**config.mk**
```make
export PLATFORM = sky130hd
export DESIGN_NAME = gfp8_result_packer
export DESIGN_NICKNAME = d
export VERILOG_FILES = /design/src/rtl/gfp8_pkg.sv /design/src/rtl/gfp8_to_fp16.sv /design/src/rtl/gfp8_result_packer.sv
export SDC_FILE = /design/constraint.sdc
export NUM_CORES = 2
export LEC_CHECK = 0
export CAP_MARGIN = 0
export CORE_ASPECT_RATIO = 1.4
export CORE_UTILIZATION = 35
export DETAILED_ROUTE_END_ITERATION = 8
export PLACE_DENSITY = 0.54
export SLEW_MARGIN = 20
export SYNTH_ARGS = -nofsm -noshare
export SYNTH_HDL_FRONTEND = slang
export SYNTH_SLANG_ARGS = --single-unit
```
**constraint.sdc**
```tcl
create_clock -name i_clk -period 9.7 [get_ports i_clk]
set_input_delay 1.94 -clock i_clk [delete_from_list [all_inputs] [get_ports i_clk]]
set_output_delay 1.94 -clock i_clk [all_outputs]
set_load 0.02 [all_outputs]
```
**src/rtl/gfp8_pkg.sv**
```systemverilog
// Shared definitions for the GFP8 result packer.
//   FP16 format limits, packer state encoding and the output line record.
package gfp8_pkg;

  localparam int          FP16_BIAS  = 15;
  localparam logic [15:0] FP16_MAX   = 16'h7BFF;
  localparam int          FP16_EMIN  = -14;
  localparam int          FP16_EMAX  = 15;

  localparam int LINE_LANES = 16;
  localparam int LINE_W     = 16 * LINE_LANES;

  typedef enum logic {
    PACK  = 1'b0,
    FLUSH = 1'b1
  } pack_state_e;

  typedef struct packed {
    logic [LINE_W-1:0] data;
    logic [4:0]        count;
    logic              last;
  } line_t;

endpackage

```
**src/rtl/gfp8_to_fp16.sv**
```systemverilog
// Two-stage (mantissa, exponent) -> IEEE FP16 converter.
//   i_mantissa/i_exponent : signed value mantissa * 2^exponent
//   i_valid               : value strobe
//   i_done                : end-of-tile sideband, delayed alongside the value
//   o_fp16/o_valid/o_done : result two cycles after the strobe
//   o_busy                : a value is in flight in either stage
module gfp8_to_fp16
  import gfp8_pkg::*;
(
  input  logic        i_clk,
  input  logic        i_reset,
  input  logic [31:0] i_mantissa,
  input  logic [7:0]  i_exponent,
  input  logic        i_valid,
  input  logic        i_done,
  output logic [15:0] o_fp16,
  output logic        o_valid,
  output logic        o_done,
  output logic        o_busy
);

  logic        s1_sign_q;
  logic [32:0] s1_mag_q;
  logic [32:0] s1_mag_d;
  logic [7:0]  s1_exp_q;
  logic        s1_valid_q;
  logic        s1_done_q;

  logic [15:0] s2_fp16_q;
  logic [15:0] s2_fp16_d;
  logic        s2_valid_q;
  logic        s2_done_q;

  // 33-bit magnitude so that -2^31 negates without overflow.
  always_comb begin
    s1_mag_d = {i_mantissa[31], i_mantissa};
    if (i_mantissa[31]) s1_mag_d = ~s1_mag_d + 33'd1;
  end

  always_ff @(posedge i_clk) begin
    if (i_reset) begin
      s1_sign_q  <= 1'b0;
      s1_mag_q   <= '0;
      s1_exp_q   <= '0;
      s1_valid_q <= 1'b0;
      s1_done_q  <= 1'b0;
    end else begin
      s1_sign_q  <= i_mantissa[31];
      s1_mag_q   <= s1_mag_d;
      s1_exp_q   <= i_exponent;
      s1_valid_q <= i_valid;
      s1_done_q  <= i_done;
    end
  end

  logic [5:0]        lead;
  logic [5:0]        shamt;
  logic [32:0]       norm;
  logic              guard;
  logic              sticky;
  logic              round_up;
  logic [10:0]       frac_sum;
  logic signed [9:0] exp_e;
  logic [9:0]        exp_biased;

  always_comb begin
    lead = '0;
    for (int unsigned i = 0; i < 33; i++) begin
      if (s1_mag_q[i]) lead = 6'(i);
    end
    // Left-justify so the leading one sits at bit 32; fraction, guard and
    // sticky then come from fixed bit positions.
    shamt      = 6'd32 - lead;
    norm       = s1_mag_q << shamt;
    guard      = norm[21];
    sticky     = |norm[20:0];
    round_up   = guard & (sticky | norm[22]);
    frac_sum   = {1'b0, norm[31:22]} + {10'b0, round_up};
    exp_e      = $signed({4'b0000, lead})
               + $signed({{2{s1_exp_q[7]}}, s1_exp_q})
               + $signed({9'b0, frac_sum[10]});
    exp_biased = exp_e + 10'(FP16_BIAS);

    s2_fp16_d = {s1_sign_q, exp_biased[4:0], frac_sum[9:0]};
    if (!norm[32]) begin
      s2_fp16_d = '0;
    end else if (exp_e > FP16_EMAX) begin
      s2_fp16_d = {s1_sign_q, FP16_MAX[14:0]};
    end else if (exp_e < FP16_EMIN) begin
      s2_fp16_d = '0;
    end
  end

  always_ff @(posedge i_clk) begin
    if (i_reset) begin
      s2_fp16_q  <= '0;
      s2_valid_q <= 1'b0;
      s2_done_q  <= 1'b0;
    end else begin
      s2_fp16_q  <= s2_fp16_d;
      s2_valid_q <= s1_valid_q;
      s2_done_q  <= s1_done_q;
    end
  end

  assign o_fp16  = s2_fp16_q;
  assign o_valid = s2_valid_q;
  assign o_done  = s2_done_q;
  assign o_busy  = s1_valid_q | s2_valid_q;

endmodule

```
**src/rtl/gfp8_result_packer.sv**
```systemverilog
// Converts dot-product results to FP16, packs LANES values per line and
// buffers lines in a small FIFO for the result-BRAM writer.
//   i_result_*   : result strobe (no backpressure), i_tile_done end-of-tile
//   o_line_*     : FIFO head (data, lane count, tile-last, valid)
//   i_line_ready : consumer pops the head when valid && ready
//   o_overflow   : sticky, a line was dropped on a full FIFO
//   o_busy       : anything in the pipeline, packer or FIFO
module gfp8_result_packer
  import gfp8_pkg::*;
#(
  parameter int LANES          = LINE_LANES,
  parameter int OUT_FIFO_DEPTH = 4
) (
  input  logic                 i_clk,
  input  logic                 i_reset,
  input  logic [31:0]          i_result_mantissa,
  input  logic [7:0]           i_result_exponent,
  input  logic                 i_result_valid,
  input  logic                 i_tile_done,
  output logic [16*LANES-1:0]  o_line_data,
  output logic [4:0]           o_line_count,
  output logic                 o_line_last,
  output logic                 o_line_valid,
  input  logic                 i_line_ready,
  output logic                 o_overflow,
  output logic                 o_busy
);

  localparam int CW = $clog2(LANES);
  localparam int AW = $clog2(OUT_FIFO_DEPTH);

  logic [15:0] cv_fp16;
  logic        cv_valid;
  logic        cv_done;
  logic        cv_busy;

  gfp8_to_fp16 u_conv (
    .i_clk      (i_clk),
    .i_reset    (i_reset),
    .i_mantissa (i_result_mantissa),
    .i_exponent (i_result_exponent),
    .i_valid    (i_result_valid),
    .i_done     (i_tile_done),
    .o_fp16     (cv_fp16),
    .o_valid    (cv_valid),
    .o_done     (cv_done),
    .o_busy     (cv_busy)
  );

  pack_state_e         state_q, state_d;
  logic [16*LANES-1:0] lanes_q, lanes_d;
  logic [CW-1:0]       cnt_q, cnt_d;
  logic                overflow_q, overflow_d;

  logic [16*LANES-1:0] line_v;
  logic                push;
  line_t               push_line;
  logic                drop;

  line_t               mem_q [OUT_FIFO_DEPTH];
  logic [AW:0]         wr_q, rd_q;
  logic                empty, full, pop, wr_en;
  line_t               head;

  assign empty = (wr_q == rd_q);
  assign full  = (wr_q[AW] != rd_q[AW]) && (wr_q[AW-1:0] == rd_q[AW-1:0]);
  assign pop   = !empty && i_line_ready;
  // A simultaneous pop frees the slot, so a push onto a full FIFO is kept.
  assign wr_en = push && (!full || pop);
  assign drop  = push && full && !pop;

  always_comb begin
    lanes_d   = lanes_q;
    cnt_d     = cnt_q;
    push      = 1'b0;
    push_line = '0;
    line_v    = lanes_q;
    if (cv_valid) begin
      line_v[{cnt_q, 4'b0000} +: 16] = cv_fp16;
      if (cnt_q == CW'(LANES - 1) || cv_done) begin
        push            = 1'b1;
        push_line.data  = line_v;
        push_line.count = 5'(cnt_q) + 5'd1;
        push_line.last  = cv_done;
        lanes_d         = '0;
        cnt_d           = '0;
      end else begin
        lanes_d = line_v;
        cnt_d   = cnt_q + CW'(1);
      end
    end else if (cv_done) begin
      push            = 1'b1;
      push_line.data  = lanes_q;
      push_line.count = 5'(cnt_q);
      push_line.last  = 1'b1;
      lanes_d         = '0;
      cnt_d           = '0;
    end
  end

  // Every push clears the packer, so the dropped line is already gone when
  // FLUSH is entered; FLUSH only marks the drop cycle and arriving values
  // pack into a fresh line in either state.
  always_comb begin
    overflow_d = overflow_q | drop;
    state_d    = PACK;
    unique case (state_q)
      PACK:    state_d = drop ? FLUSH : PACK;
      FLUSH:   state_d = drop ? FLUSH : PACK;
      default: state_d = PACK;
    endcase
  end

  always_ff @(posedge i_clk) begin
    if (i_reset) begin
      state_q    <= PACK;
      lanes_q    <= '0;
      cnt_q      <= '0;
      overflow_q <= 1'b0;
      wr_q       <= '0;
      rd_q       <= '0;
    end else begin
      state_q    <= state_d;
      lanes_q    <= lanes_d;
      cnt_q      <= cnt_d;
      overflow_q <= overflow_d;
      if (wr_en) wr_q <= wr_q + (AW + 1)'(1);
      if (pop)   rd_q <= rd_q + (AW + 1)'(1);
    end
  end

  always_ff @(posedge i_clk) begin
    if (wr_en) mem_q[wr_q[AW-1:0]] <= push_line;
  end

  assign head         = mem_q[rd_q[AW-1:0]];
  assign o_line_valid = !empty;
  assign o_line_data  = empty ? '0 : head.data;
  assign o_line_count = empty ? '0 : head.count;
  assign o_line_last  = empty ? 1'b0 : head.last;
  assign o_overflow   = overflow_q;
  assign o_busy       = cv_busy || (cnt_q != '0) || !empty;

endmodule
```
# After elaboration in Yosys (flattened, before gate mapping)
# Memories as Yosys holds them, arrays and structs flattened. A register that Yosys moved wholly into a read port is not among the register bits.
# Index checks and enable logic that the tools add are counted.
# W data, S select, Z words.
op_classes:
  n_reduce_logical: 18
  magnitude_cmp: 2
  n_shift: 3
  add_sub_neg: 11
  muxes: 55
  eq_ne: 4
  bitwise: 7
op_table:
  columns: ["cell", "n"]
  rows:
  - ["$mux W256", 4]
  - ["$mux W262", 3]
  - ["$bwmux W256", 1]
  - ["$shift A16 B10 Y256 const A", 1]
  - ["$shiftx A16 B10 Y256", 1]
  - ["$mux W5", 17]
  - ["$mux W4", 11]
  - ["$add A33 B1 Y33 const B", 1]
  - ["$not A33 Y33", 1]
  - ["$shl A33 B6 Y33", 1]
  - ["$mux W16", 2]
  - ["$mux W31", 1]
  - ["$reduce_or A21 Y1", 1]
  - ["$mux W3", 4]
  - ["$add A10 B1 Y11", 1]
  - ["$add A9 B2 Y10", 1]
  - ["$gt A10 B5 Y1 const B", 1]
  - ["$lt A10 B5 Y1 const B", 1]
  - ["$neg A8 Y10", 1]
  - ["$add A7 B8 Y9", 1]
  - ["$mux W2", 4]
  - ["$mux W1", 7]
  - ["$add A3 B1 Y3 const B", 2]
  - ["$mux W6", 1]
  - ["18 further kinds", 31]
word_totals:
  n_memories: 1
  inputBits: 45
  elab_cells: 116
  out_inout_bits: 265
  ramBits: 1048
  ff_bits: 329
memory_table:
  columns: ["name", "words", "width", "rd", "rd_ports_with_merged_regs", "wr", "line_no", "text"]
  rows:
  - ["mem_q", 4, 262, 1, 1, 1, "gfp8_result_packer.sv:60", "line_t mem_q [OUT_FIFO_DEPTH];"]

# Depth between registers and ports, before layout
depth:
  ltp_word: 42
  mapped_depth: 36
  mapped_depth_nobuf: 31

# Cells and area by module
# Synthesis repeated with hierarchy kept, for this count alone.
unflattened:
  cells_unflattened: 3690
  hier_area_um2: 57869.3
by_module_without_submodules:
  columns: ["mod", "instances", "area_each_um2", "cells_per_inst", "seq_area_each_um2"]
  rows:
  - ["gfp8_result_packer", 1, 52117.5, 2952, 36855.3]
  - ["gfp8_to_fp16", 1, 5751.8, 738, 1241.2]

# Worst setup path after synthesis
# OpenSTA, ideal clock, no wires.
synth_timing:
  kind: "input port to flip-flop"
  start: "input i_line_ready"
  end: "memory mem_q[3][0] in the netlist's numbering (enable)"
  slack_ps: 578
  t_arrival_ps: 8464
  setup_time_ps: 658
  required_time_ps: 9042
  n_path_buf: 0
  stages: 3
  path_cell_list: "nor3_1 -> nor3_1 -> and2_1"
synth_between:
  elab_chain_len: 5
synth_rtl:
  columns: ["element", "line_no", "text"]
  rows:
  - ["from (decl)", "gfp8_result_packer.sv:24", "input logic i_line_ready,"]
  - ["$logic_and A1 B1 Y1", "gfp8_result_packer.sv:67", "assign pop = !empty && i_line_ready;"]
  - ["$logic_or A1 B1 Y1", "gfp8_result_packer.sv:69", "assign wr_en = push && (!full || pop);"]
  - ["$logic_and A1 B1 Y1", "gfp8_result_packer.sv:69", null]
  - ["$mux W1", "gfp8_result_packer.sv:133", "if (wr_en) mem_q[wr_q[AW-1:0]] <= push_line;"]
  - ["$mux W1 (implied by the code)", "gfp8_result_packer.sv:133", null]
  - ["to (decl)", "gfp8_result_packer.sv:60", null]
# Every way passes these cells.

# Worst setup path in the final report
layout_timing:
  start: "register u_conv.s1_mag_q[32]"
  end: "register u_conv.s2_fp16_q[0] (netlist: u_conv.o_fp16[0])"
layout_between:
  elab_chain_len: 11
  word_cells_on_any_way: 15
  cone_classes: "add/sub: 4; order compare: 2; shift: 1; mux: 3; bitwise: 3; reduce/logical: 2"
layout_rtl:
  columns: ["element", "line_no", "text"]
  rows:
  - ["from (decl)", "gfp8_to_fp16.sv:23", "logic [32:0] s1_mag_q;"]
  - ["from (signal assigned)", "gfp8_to_fp16.sv:49", "s1_mag_q <= s1_mag_d;"]
  - ["$mux W6", "gfp8_to_fp16.sv:69", "if (s1_mag_q[i]) lead = 6'(i);"]
  - ["$sub A6 B6 Y6", "gfp8_to_fp16.sv:73", "shamt = 6'd32 - lead;"]
  - ["$shl A33 B6 Y33", "gfp8_to_fp16.sv:74", "norm = s1_mag_q << shamt;"]
  - ["$reduce_or A21 Y1", "gfp8_to_fp16.sv:76", "sticky = |norm[20:0];"]
  - ["$or A1 B1 Y1", "gfp8_to_fp16.sv:77", "round_up = guard & (sticky | norm[22]);"]
  - ["$and A1 B1 Y1", "gfp8_to_fp16.sv:77", null]
  - ["$add A10 B1 Y11", "gfp8_to_fp16.sv:78", "frac_sum = {1'b0, norm[31:22]} + {10'b0, round_up};"]
  - ["$add A9 B2 Y10", "gfp8_to_fp16.sv:81", "+ $signed({9'b0, frac_sum[10]});"]
  - ["$lt A10 B5 Y1", "gfp8_to_fp16.sv:89", "end else if (exp_e < FP16_EMIN) begin"]
  - ["$mux W16", "gfp8_to_fp16.sv:89", null]
  - ["$mux W16", "gfp8_to_fp16.sv:87", "end else if (exp_e > FP16_EMAX) begin"]
  - ["to (signal assigned)", "gfp8_to_fp16.sv:100", "s2_fp16_q <= s2_fp16_d;"]
  - ["to (decl)", "gfp8_to_fp16.sv:29", "logic [15:0] s2_fp16_q;"]
# Parallel ways exist; a longest one is shown, timed or not.
# A chain may end at the register's enable or synchronous reset.

==> flow_summary.rst <==
.. list-table::
   :header-rows: 1

   * - Metric
     - Value
   * - Status
     - finished clean
   * - Maximum clock path buffer count
     - 3
   * - Worst relative slew slack
     - 13.5%
   * - Hold Vio Cnt, Final
     - 0
   * - Element type at the critical path start
     - flip-flop
   * - Logic pwr share
     - 8.9%
   * - Iteration-0 DRC Markers
     - 2865
   * - Synth cell count leaders
     - edfxtp_1, nor2_1, dfxtp_1, mux4_2, and2_1
   * - TritonCTS clock tree
     - yes
   * - Sw Share
     - 25.0%
   * - Worst skew pair latency
     - 770 ps
   * - Top cells by area, synth
     - edfxtp_1, dfxtp_1, mux4_2
   * - Critical path fanouts, max
     - 16
   * - Die footprint
     - 166000 um^2
   * - Net count of the finished layout
     - 4144
   * - Instance area after placement
     - 62700 um^2
   * - Count of warnings emitted by yosys
     - 0
   * - WP data required
     - 10370 ps
   * - Portion of the clock cycle consumed by the worst path in the final layout
     - 81.4%
   * - DR vias/cell
     - 5.42
   * - Count of clock tree sinks
     - 1379
   * - Synthesized-area fraction occupied by xor and xnor cells
     - 0.779%
   * - Dominant cell type by area after synthesis
     - edfxtp_1
   * - Dominant cell by count in the synthesized netlist
     - edfxtp_1
   * - Post-synthesis cell area
     - 57400 um^2
   * - I/O Buffers
     - 309
   * - Mux cell area share after synthesis
     - 11.7%
   * - Simple-gate area share of the yosys netlist
     - 8.90%
   * - Delay of the slowest cell on the worst path
     - 750 ps
   * - Maximum number of pins on one net before global-route repair
     - 188
   * - Share of the core filled with cells
     - 41.3%
   * - Clock power share
     - 40.1%
   * - Static leakage power
     - 0.0210 uW
   * - All-Layer GR Usage
     - 19.0%
   * - Starting density of the core
     - 35.3%
   * - Number of I/O pins
     - 310
   * - Final routed wirelength across all metal layers
     - 159 mm
   * - H-tree levels
     - 4
   * - Clock root buffer
     - clkbuf_16
   * - Total power per unit cell area
     - 192 nW/um^2
   * - Transition time of the tightest slew-check pin
     - 1300 ps
   * - Y dimension of the die
     - 481 um
   * - Synthesized-area fraction occupied by ao, oa, aoi and oai cells
     - 9.46%
   * - Post-synth cell types
     - 101
   * - Startpoint of the most critical hold path
     - u_conv.s1_done_q$_SDFF_PP0_
   * - Start point of the critical path
     - u_conv.s1_mag_q[32]$_SDFF_PP0_
   * - Top_reg_cell synth
     - edfxtp_1
   * - Net count after synthesis
     - 3927
   * - Unrepaired setup endpoints after global routing
     - false
   * - Syn Inst Count
     - 3861
   * - Worst vdd rail ir drop
     - 0.155 mV
   * - Post-cts sizing count
     - 0
   * - Finished layout cell area
     - 67000 um^2
   * - Worst Slack Setup Final
     - 1800 ps
   * - Count of state elements after synthesis
     - 1379
   * - Fmax
     - 127 MHz
   * - Initial DRT Pass Iterations
     - 7
   * - Remaining global-route overflow
     - 0
   * - Main combinational cell family by area after synthesis
     - multiplexers
   * - Summed negative setup slack over all endpoints
     - 0 ps
   * - Worst setup EP type
     - flip-flop
   * - Final-layout fill cell count
     - 14900
   * - Design internal power
     - 9640 uW
   * - Final setup violation count
     - 0
   * - TritonCTS buffer count
     - 134
   * - Clock edge transition at the registers on the reported setup and hold paths
     - 60 ps
   * - Avg Inst Size Synth
     - 14.9 um^2
   * - Post-CTS Hold Buffers
     - 0
   * - Number of remaining DRC errors
     - 0
   * - Crit path time final
     - 7900 ps
   * - Vias in the first global route
     - 33900
   * - First-pass GRT wire length
     - 232 mm
   * - Final Max Slew Viols
     - 0
   * - Post-CTS setup repair buffer count
     - 0
   * - Max Clock Skew
     - 25.1 ps
   * - Row count
     - 175
   * - Layout area overhead
     - 16.9%
   * - Routed WL per cell
     - 25.1 um
   * - Number of enable flip-flop cells after synthesis
     - 1048
   * - # Max-Cap Violations
     - 0
   * - Share of synthesized cell area in full adder, half adder and majority cells
     - 0.484%
   * - Register area share after synthesis
     - 66.4%
   * - HPWL reported at the end of detailed placement
     - 95.8 mm
   * - Vias post-DR
     - 34200
   * - Crit path max-delay cell type
     - dfxtp_1
   * - Total power
     - 12900 uW
   * - Class of the tightest hold or removal check
     - flip-flop to flip-flop
   * - Share of total power in sequential cells
     - 51.0%
   * - Share of cells above drive strength 1
     - 15.1%
   * - Net Sw Power
     - 3210 uW
   * - Startpoint of the most critical register-to-register path
     - u_conv.s1_mag_q[32]$_SDFF_PP0_
   * - Routability-driven placement congestion ratio
     - 0.812
   * - Critical path type
     - flip-flop to flip-flop
   * - Number of antenna violations at the first check in global routing
     - 8
   * - Floorplan Core Area
     - 162000 um^2
   * - Horizontal die dimension
     - 344 um
   * - Share of synthesized flip-flops with an asynchronous set or reset
     - 0%
   * - Endpoint arrival time on the critical path
     - 8560 ps
   * - ANT nets after route
     - 0
   * - Share of the synthesized area in the top cell type
     - 54.9%
   * - Pre-CTS setup slack
     - 1730 ps
==> path summary, 6_finish.rpt <==
path,to,slack [ps],depth (start not counted)
setup / recovery,u_conv.o_fp16[0]$_SDFF_PP0_,1800,28
hold / removal,u_conv.o_done$_SDFF_PP0_,430,1
setup reg to reg,u_conv.o_fp16[0]$_SDFF_PP0_,1800,28
hold reg to reg,u_conv.o_done$_SDFF_PP0_,430,1
==> sequential cells by signal, summed over array words and instances, names as in the netlist, named ones only <==
name,count
u_conv.s1_exp_q,8
cnt_q,4
u_conv.s1_mag_q,33
u_conv.s1_sign_q,1
u_conv.o_fp16,16
u_conv.s1_done_q,1
o_overflow,1
lanes_q,256
mem_q,1048
rd_q,3
u_conv.s1_valid_q,1
wr_q,3
u_conv.o_valid,1
u_conv.o_done,1
==> kinds of logic (layout without fill, tap and decap cells) <==
group | after synthesis | count (layout)
AOI/OAI and AO/OA | 739 | 739
xor gates and xnor gates | 51 | 51
adders and majority gates | 21 | 21
buffers and inverters | 320 | 649
DFF | 1379 | 1379
muxes | 310 | 310
other | 1 | 5
and+or+nand+nor | 1040 | 1040
==> metal layers <==
| metal | GRT usage, % | routed length (um) | vias up |
|---|---|---|---|
| met4 | 6.24 | 4310 | 4 |
| met5 | 0 | 27 | - |
| met1 | 25.3 | 67700 | 17600 |
| li1 | - | - | 15300 |
| met2 | 31.6 | 78400 | 1069 |
| met3 | 2.84 | 8090 | 222 |
==> power groups by stage <==
stage | logic, uW | clock network (uW) | registers [uW]
after floorplan | 804 | 0 | 6470
after global placement | 1170 | 0 | 6680
after detailed placement | 1160 | 0 | 6680
after CTS | 1170 | 5280 | 6550
after global routing | 1230 | 5490 | 6550
final | 1150 | 5150 | 6550
==> layout by cell type (no fill, tap or decap), drive strengths merged, types with 162 or more instances in the layout <==
cell type / count
edfxtp: 1048
nor2: 393
dfxtp: 331
clkdlybuf4s50: 308
mux4: 285
and2: 277
a22oi: 228
nand2: 199
clkbuf: 189
o21ai: 177
a22o: 162
==> critical path, delay by kind of cell (launching register included) <==
family,cells,cell delay [ps]
fa+ha+maj,3,1020
flops,1,750
xor+xnor,1,260
simple gates,10,2890
compound gates,10,2100
buf+inv,4,760
==> final cells by class <==
class | instances | area [um^2] | area share (%)
sequential | 1379 | 38100 | 56.9
antenna | 4 | 10.0 | 0.0149
clock buffer | 189 | 3740 | 5.58
clock inverter | 59 | 603 | 0.900
multi-input combinational | 2162 | 18100 | 27.0
tap | 2124 | 2660 | 3.96
inverter | 28 | 105 | 0.157
timing repair buffer | 373 | 3730 | 5.56
==> per-stage QoR <==
step	hold WS, ps	cells
floorplan	414	3861
global placement	420	6066
detailed placement	424	6066
CTS	436	6314
global route	455	6315
finish	434	6318
No activity file was read; power rests on OpenSTA's default activity.
